<file path="src/rtl/pri_arb_n_if.sv">
// Request/grant bundle for pri_arb_n: request side inputs and the registered
// valid/ready grant output.
interface pri_arb_n_if #(
  parameter int N = 16
) ();
  localparam int W = $clog2(N);

  logic         enable;
  logic         rr_mode;
  logic [N-1:0] req;
  logic         out_ready;
  logic         out_valid;
  logic [W-1:0] out_index;
  logic [N-1:0] out_onehot;

  modport master (
    output enable, rr_mode, req, out_ready,
    input  out_valid, out_index, out_onehot
  );

  modport slave (
    input  enable, rr_mode, req, out_ready,
    output out_valid, out_index, out_onehot
  );
endinterface

</file>
<file path="src/rtl/pri_arb_n.sv">
// N-input arbiter, fixed or round-robin priority, holding one registered
// winner until the consumer accepts it.
module pri_arb_n #(
  parameter int N = 16
) (
  input logic        clock,
  input logic        reset_n,
  pri_arb_n_if.slave bus
);
  localparam int W = $clog2(N);

  logic [W-1:0] ptr_q, ptr_d;
  logic         valid_q, valid_d;
  logic [W-1:0] idx_q, idx_d;
  logic [N-1:0] onehot_q, onehot_d;

  logic         accept;
  logic         load;
  logic [W-1:0] ptr_next;
  logic [W-1:0] start;
  logic [W:0]   scan;
  logic [W-1:0] cand;
  logic         found;

  assign accept   = valid_q & bus.out_ready;
  assign load     = bus.enable & (|bus.req) & (~valid_q | accept);
  assign ptr_next = (idx_q == W'(N - 1)) ? '0 : idx_q + W'(1);

  // A back-to-back load searches from the pointer this accept produces.
  always_comb begin
    start = '0;
    if (bus.rr_mode)
      start = accept ? ptr_next : ptr_q;
    scan  = '0;
    cand  = '0;
    found = 1'b0;
    for (int i = 0; i < N; i++) begin
      scan = {1'b0, start} + (W+1)'(i);
      if (scan >= (W+1)'(N))
        scan = scan - (W+1)'(N);
      if (!found && bus.req[scan[W-1:0]]) begin
        found = 1'b1;
        cand  = scan[W-1:0];
      end
    end
  end

  always_comb begin
    ptr_d    = ptr_q;
    valid_d  = valid_q;
    idx_d    = idx_q;
    onehot_d = onehot_q;
    if (accept) begin
      ptr_d    = ptr_next;
      valid_d  = 1'b0;
      idx_d    = '0;
      onehot_d = '0;
    end
    if (load) begin
      valid_d        = 1'b1;
      idx_d          = cand;
      onehot_d       = '0;
      onehot_d[cand] = 1'b1;
    end
  end

  always_ff @(posedge clock or negedge reset_n) begin
    if (!reset_n) begin
      ptr_q    <= '0;
      valid_q  <= 1'b0;
      idx_q    <= '0;
      onehot_q <= '0;
    end else begin
      ptr_q    <= ptr_d;
      valid_q  <= valid_d;
      idx_q    <= idx_d;
      onehot_q <= onehot_d;
    end
  end

  assign bus.out_valid  = valid_q;
  assign bus.out_index  = idx_q;
  assign bus.out_onehot = onehot_q;
endmodule

</file>
<file path="src/flat_wrapper.sv">
// flat-port wrapper written by rule: the top's interface ports become plain ports
module pri_arb_n_flat 
#(
  parameter int N = 16
)
  (clock, reset_n, bus_enable, bus_rr_mode, bus_req, bus_out_ready, bus_out_valid, bus_out_index, bus_out_onehot);
  pri_arb_n_if #(.N(N)) bus_i ();
  input logic clock;
  input logic reset_n;
  input wire logic [$bits(bus_i.enable)-1:0] bus_enable;
  input wire logic [$bits(bus_i.rr_mode)-1:0] bus_rr_mode;
  input wire logic [$bits(bus_i.req)-1:0] bus_req;
  input wire logic [$bits(bus_i.out_ready)-1:0] bus_out_ready;
  output wire logic [$bits(bus_i.out_valid)-1:0] bus_out_valid;
  output wire logic [$bits(bus_i.out_index)-1:0] bus_out_index;
  output wire logic [$bits(bus_i.out_onehot)-1:0] bus_out_onehot;
  assign bus_i.enable = bus_enable;
  assign bus_i.rr_mode = bus_rr_mode;
  assign bus_i.req = bus_req;
  assign bus_i.out_ready = bus_out_ready;
  assign bus_out_valid = bus_i.out_valid;
  assign bus_out_index = bus_i.out_index;
  assign bus_out_onehot = bus_i.out_onehot;
  pri_arb_n #(.N(N)) u_core (.clock(clock), .reset_n(reset_n), .bus(bus_i));
endmodule
</file>
<file path="config.mk">
export PLATFORM = sky130hd
export DESIGN_NAME = pri_arb_n_flat
export DESIGN_NICKNAME = d
export VERILOG_FILES = /design/src/rtl/pri_arb_n_if.sv /design/src/rtl/pri_arb_n.sv /design/src/flat_wrapper.sv
export SDC_FILE = /design/constraint.sdc
export NUM_CORES = 1
export LEC_CHECK = 0
export BUFFER_PORTS_ARGS = -buffer_cell sky130_fd_sc_hd__buf_2
export CAP_MARGIN = 20
export CORE_MARGIN = 5
export CORE_UTILIZATION = 61
export CTS_CLUSTER_SIZE = 20
export DETAILED_ROUTE_END_ITERATION = 10
export HOLD_SLACK_MARGIN = 0.08
export PLACE_DENSITY_LB_ADDON = 0.1
export SYNTH_ARGS = -nofsm -noshare
export SYNTH_HDL_FRONTEND = slang
export SYNTH_SLANG_ARGS = --single-unit
</file>
<file path="constraint.sdc">
create_clock -name clock -period 7.3 [get_ports clock]
set_clock_uncertainty 0.05 [all_clocks]
set_input_delay 0.73 -clock clock [delete_from_list [all_inputs] [get_ports clock]]
set_output_delay 0.73 -clock clock [all_outputs]
set_load 0.03 [all_outputs]
</file>
==> flow_summary.html <==
<table>
<tr><th>Metric</th><th>Value</th></tr>
<tr><th colspan="2">Run status</th></tr>
<tr><td>Outcome</td><td>complete, no violations</td></tr>
<tr><th colspan="2">Worst setup path</th></tr>
<tr><td>Worst path required time</td><td>7460 ps</td></tr>
<tr><td>Delay of the slowest cell on the worst path</td><td>670 ps</td></tr>
<tr><td>Largest driver fanout on the critical path</td><td>22</td></tr>
<tr><td>Sort of element at the end of the critical path</td><td>register</td></tr>
<tr><td>Critical path type</td><td>reg -&gt; reg</td></tr>
<tr><td>Number of buffer and inverter stages on the critical path</td><td>2</td></tr>
<tr><td>CP top delay family</td><td>compound AO/OA/AOI/OAI gates</td></tr>
<tr><td>Worst path cell trace</td><td>ha_1, and4_1, a31oi_4, buf_4, inv_1, ha_1, xnor2_2, mux4_1, mux2i_2, nor2_1, o32ai_1, a32o_1, a32oi_1, a31oi_2, a32o_1</td></tr>
<tr><td>Arrival time of data at the critical path endpoint</td><td>5840 ps</td></tr>
<tr><td>CP max-delay cell</td><td>sky130_fd_sc_hd__mux4_1</td></tr>
<tr><td>Critical Path Start Type</td><td>register</td></tr>
<tr><th colspan="2">GRT</th></tr>
<tr><td>Largest net degree at the start of global routing</td><td>26</td></tr>
<tr><td>Global-route wire length before repair</td><td>19000 microns</td></tr>
<tr><td>Global-route usage over all layers</td><td>0.306</td></tr>
<tr><td>Overall overflow remaining after global route</td><td>0</td></tr>
<tr><td>Antenna violations before repair</td><td>0</td></tr>
<tr><td>Via count of the first global-routing pass</td><td>3714</td></tr>
<tr><th colspan="2">Clock network</th></tr>
<tr><td>Worst-path clk slew</td><td>90 ps</td></tr>
<tr><td>TritonCTS clock tree</td><td>built</td></tr>
<tr><td>H-tree Lvls</td><td>1</td></tr>
<tr><td>Clock root cell</td><td>sky130_fd_sc_hd__clkbuf_8</td></tr>
<tr><td>CTS Buffer Depth</td><td>2</td></tr>
<tr><td>Number of hold buffers added after cts</td><td>0</td></tr>
<tr><td>Clock Latency Late Sink</td><td>280 ps</td></tr>
<tr><td>Clock net sink count</td><td>25</td></tr>
<tr><td>Post-CTS Resized</td><td>0</td></tr>
<tr><td>Post-CTS setup buffer count</td><td>0</td></tr>
<tr><td>Total clock buffers created by CTS</td><td>3</td></tr>
<tr><th colspan="2">Power</th></tr>
<tr><td>Static leakage</td><td>1.78 nW</td></tr>
<tr><td>Net switching share of the total power</td><td>0.586</td></tr>
<tr><td>Power Dens Cells</td><td>471 nW/um^2</td></tr>
<tr><td>Combinational cell fraction of total power</td><td>0.845</td></tr>
<tr><td>Internal power summed over all cells</td><td>802 uW</td></tr>
<tr><td>Overall power after layout</td><td>1.94 mW</td></tr>
<tr><td>Clock network fraction of total power</td><td>0.043</td></tr>
<tr><td>Sequential cell fraction of total power</td><td>0.111</td></tr>
<tr><td>Net switching power</td><td>1.13 mW</td></tr>
<tr><td>Maximum vdd drop</td><td>0.307 mV</td></tr>
<tr><th colspan="2">Detailed routing</th></tr>
<tr><td>Count of routing violations after the opening detailed-route iteration</td><td>439</td></tr>
<tr><td>Number of design rule violations left after detail routing</td><td>0</td></tr>
<tr><td>Post-detailed-route wirelength per cell</td><td>21.6 microns</td></tr>
<tr><td>Average via count per standard cell</td><td>7.19</td></tr>
<tr><td>Vias after detailed routing</td><td>3974</td></tr>
<tr><td>Wire length reported by the detailed router</td><td>12000 microns</td></tr>
<tr><td>Post-route antenna net violation count</td><td>0</td></tr>
<tr><td>Router iterations before antenna repair</td><td>5</td></tr>
<tr><th colspan="2">Synthesis</th></tr>
<tr><td>Number of warnings issued by yosys</td><td>0</td></tr>
<tr><td>Synth Area in Simple Gates</td><td>0.203</td></tr>
<tr><td>Largest family of logic cells by synthesized area</td><td>compound AO/OA/AOI/OAI gates</td></tr>
<tr><td>Number of distinct library cells after synthesis</td><td>83</td></tr>
<tr><td>Cell taking the most area after synthesis</td><td>sky130_fd_sc_hd__dfrtp_1</td></tr>
<tr><td>Adder-cell share of the synthesized area</td><td>0.0260</td></tr>
<tr><td>Yosys reg bits</td><td>25</td></tr>
<tr><td>Synthesized instance count</td><td>449</td></tr>
<tr><td>Top cells by count, synth</td><td>sky130_fd_sc_hd__nand2_1 (55), sky130_fd_sc_hd__mux2i_1 (49), sky130_fd_sc_hd__nor2_1 (30), sky130_fd_sc_hd__dfrtp_1 (25), sky130_fd_sc_hd__o21ai_0 (18)</td></tr>
<tr><td>Compound-Gate Fraction of Synth Area</td><td>0.286</td></tr>
<tr><td>Top FF cell, synth</td><td>sky130_fd_sc_hd__dfrtp_1</td></tr>
<tr><td>Parity-gate share of the synthesized area counting xor and xnor cells</td><td>0.0377</td></tr>
<tr><td>Share of Yosys cell area claimed by the top area cell type</td><td>0.162</td></tr>
<tr><td>Multiplexer share of the synthesized area</td><td>0.237</td></tr>
<tr><td>Synthesized netlist net count</td><td>478</td></tr>
<tr><td>Top area cells in the synthesized netlist</td><td>sky130_fd_sc_hd__dfrtp_1 (16%), sky130_fd_sc_hd__mux2i_1 (13%), sky130_fd_sc_hd__nand2_1 (5.4%)</td></tr>
<tr><td>Async set-reset flop share out of synthesis</td><td>1.00</td></tr>
<tr><td>EDFF count, synth</td><td>0</td></tr>
<tr><td>Total standard cell area after synthesis</td><td>3850 sq um</td></tr>
<tr><td>Register area share after synthesis</td><td>0.162</td></tr>
<tr><td>Synthesized area per cell</td><td>8.58 sq um</td></tr>
<tr><td>Most instantiated library cell after synthesis</td><td>sky130_fd_sc_hd__nand2_1</td></tr>
<tr><th colspan="2">Timing</th></tr>
<tr><td>Final clock period utilization by the worst path</td><td>0.778</td></tr>
<tr><td>Measured slew at the worst slew-check pin</td><td>873 ps</td></tr>
<tr><td>Relative max-transition margin</td><td>0.401</td></tr>
<tr><td>Final critical delay including setup and external delays</td><td>5680 ps</td></tr>
<tr><td>Setup Total Neg Slack</td><td>0 ps</td></tr>
<tr><td>Hold Violations, Final</td><td>0</td></tr>
<tr><td>Peak clock frequency supported by timing</td><td>0.176 GHz</td></tr>
<tr><td>Total count of max-transition violations in the final report</td><td>0</td></tr>
<tr><td>Setup repair after global routing missed its margin</td><td>no</td></tr>
<tr><td>Final setup fails</td><td>0</td></tr>
<tr><th colspan="2">Die</th></tr>
<tr><td>Die Ht</td><td>89.5 microns</td></tr>
<tr><td>Standard-cell rows</td><td>29</td></tr>
<tr><td>Area of the die</td><td>8000 sq um</td></tr>
<tr><td>Horizontal extent of the die</td><td>89.5 microns</td></tr>
<tr><td>Number of placed I/O pins</td><td>42</td></tr>
<tr><td>Area of the core</td><td>6240 sq um</td></tr>
<tr><td>Initial cell density of the core</td><td>0.617</td></tr>
<tr><th colspan="2">Cells and area</th></tr>
<tr><td>Fraction of layout instances using a drive strength above 1</td><td>0.202</td></tr>
<tr><td>Antenna diode count</td><td>0</td></tr>
<tr><td>Synth-to-Final Area Change</td><td>6.69%</td></tr>
<tr><td>Final Net Count</td><td>506</td></tr>
<tr><th colspan="2">Place</th></tr>
<tr><td>Hpwl dp</td><td>9120 microns</td></tr>
<tr><td>Global placement routability congestion</td><td>1.00</td></tr>
<tr><td>Number of I/O port buffers</td><td>41</td></tr>
<tr><th colspan="2">Flow run</th></tr>
<tr><td>Max-capacitance violation count</td><td>0</td></tr>
<tr><th colspan="2">Hold path</th></tr>
<tr><td>Class of the tightest hold or removal check</td><td>in -&gt; async</td></tr>
</table>
## state kept, by name, summed over array words and instances, names as in the netlist
signal                 flops
u_core.bus.out_index       4
u_core.ptr_q               4
u_core.bus.out_valid       1
u_core.bus.out_onehot     16
## worst paths after layout
kind	from	to	slack, ps	cells after the start
setup reg to reg	u_core.bus.out_index[0]	u_core.bus.out_onehot[0]	1620	15
hold / removal	reset_n	u_core.bus.out_onehot[8]	380	1
setup / recovery	u_core.bus.out_index[0]	u_core.bus.out_onehot[0]	1620	15
min in group clock	u_core.bus.out_onehot[12]	u_core.bus.out_onehot[12]	430	2
hold reg to reg	u_core.bus.out_onehot[12]	u_core.bus.out_onehot[12]	430	2
max in group asynchronous	reset_n	u_core.bus.out_index[1]	6440	1
## cell families after synthesis
group                      count (synthesis)
adders and majority gates                  8
and+or+nand+nor                          153
xor gates and xnor gates                  11
DFF                                       25
AOI/OAI and AO/OA                        142
muxes                                     72
buffers and inverters                     38
## cell usage in the layout, fill, tap and decap left out, types with 12 or more instances in the layout
master,netlist,layout
sky130_fd_sc_hd__nand2_1,55,55
sky130_fd_sc_hd__mux2i_1,49,49
sky130_fd_sc_hd__buf_2,5,41
sky130_fd_sc_hd__nor2_1,30,30
sky130_fd_sc_hd__dfrtp_1,25,25
sky130_fd_sc_hd__o21ai_0,18,18
sky130_fd_sc_hd__a21oi_1,16,16
sky130_fd_sc_hd__nand3_1,14,14
sky130_fd_sc_hd__inv_1,14,14
sky130_fd_sc_hd__o31ai_1,12,12
## stage by stage
| stage | hold slack [ps] | util | cell area, sq um | cells | setup slack (ps) |
|---|---|---|---|---|---|
| after global placement | 407 | 0.649 | 4050 | 548 | 1620 |
| after CTS | 393 | 0.657 | 4100 | 552 | 1730 |
| after detailed placement | 413 | 0.649 | 4050 | 548 | 1600 |
| final | 380 | 0.658 | 4110 | 553 | 1620 |
| after global routing | 419 | 0.658 | 4110 | 553 | 1380 |
| after floorplan | 384 | - | 3850 | 449 | 1980 |
## worst reg2reg max path: stages, from the launching register on
cell                      delay [ps]
sky130_fd_sc_hd__dfrtp_1         450
sky130_fd_sc_hd__ha_1            330
sky130_fd_sc_hd__and4_1          230
sky130_fd_sc_hd__a31oi_4         140
sky130_fd_sc_hd__buf_4           310
sky130_fd_sc_hd__inv_1           400
sky130_fd_sc_hd__ha_1            420
sky130_fd_sc_hd__xnor2_2         510
sky130_fd_sc_hd__mux4_1          670
sky130_fd_sc_hd__mux2i_2         410
sky130_fd_sc_hd__nor2_1          210
sky130_fd_sc_hd__o32ai_1         420
sky130_fd_sc_hd__a32o_1          220
sky130_fd_sc_hd__a32oi_1          90
sky130_fd_sc_hd__a31oi_2         500
sky130_fd_sc_hd__a32o_1          260
## power groups by stage
stage	registers, mW	clock network, mW	logic [mW]
after floorplan	0.281	0	1.15
final	0.215	0.0842	1.64
after global routing	0.220	0.0920	1.75
after global placement	0.214	0	1.57
after detailed placement	0.217	0	1.58
after CTS	0.214	0.0873	1.59
## layer usage
| layer | GRT usage | wire [microns] |
|---|---|---|
| met1 | 0.420 | 4860 |
| met2 | 0.472 | 5430 |
| met3 | 0.0636 | 1230 |
| met4 | 0.116 | 442 |
| met5 | 0 | 0 |
## area by class of cell
type	count	area, sq um
sequential	25	626
multi-input combinational	386	3040
clock buffer	3	41.3
tap	77	96.3
timing repair buffer	45	235
inverter	16	61.3
clock inverter	1	7.51
fill	558	2130
Power figures use the tool's default switching activity.
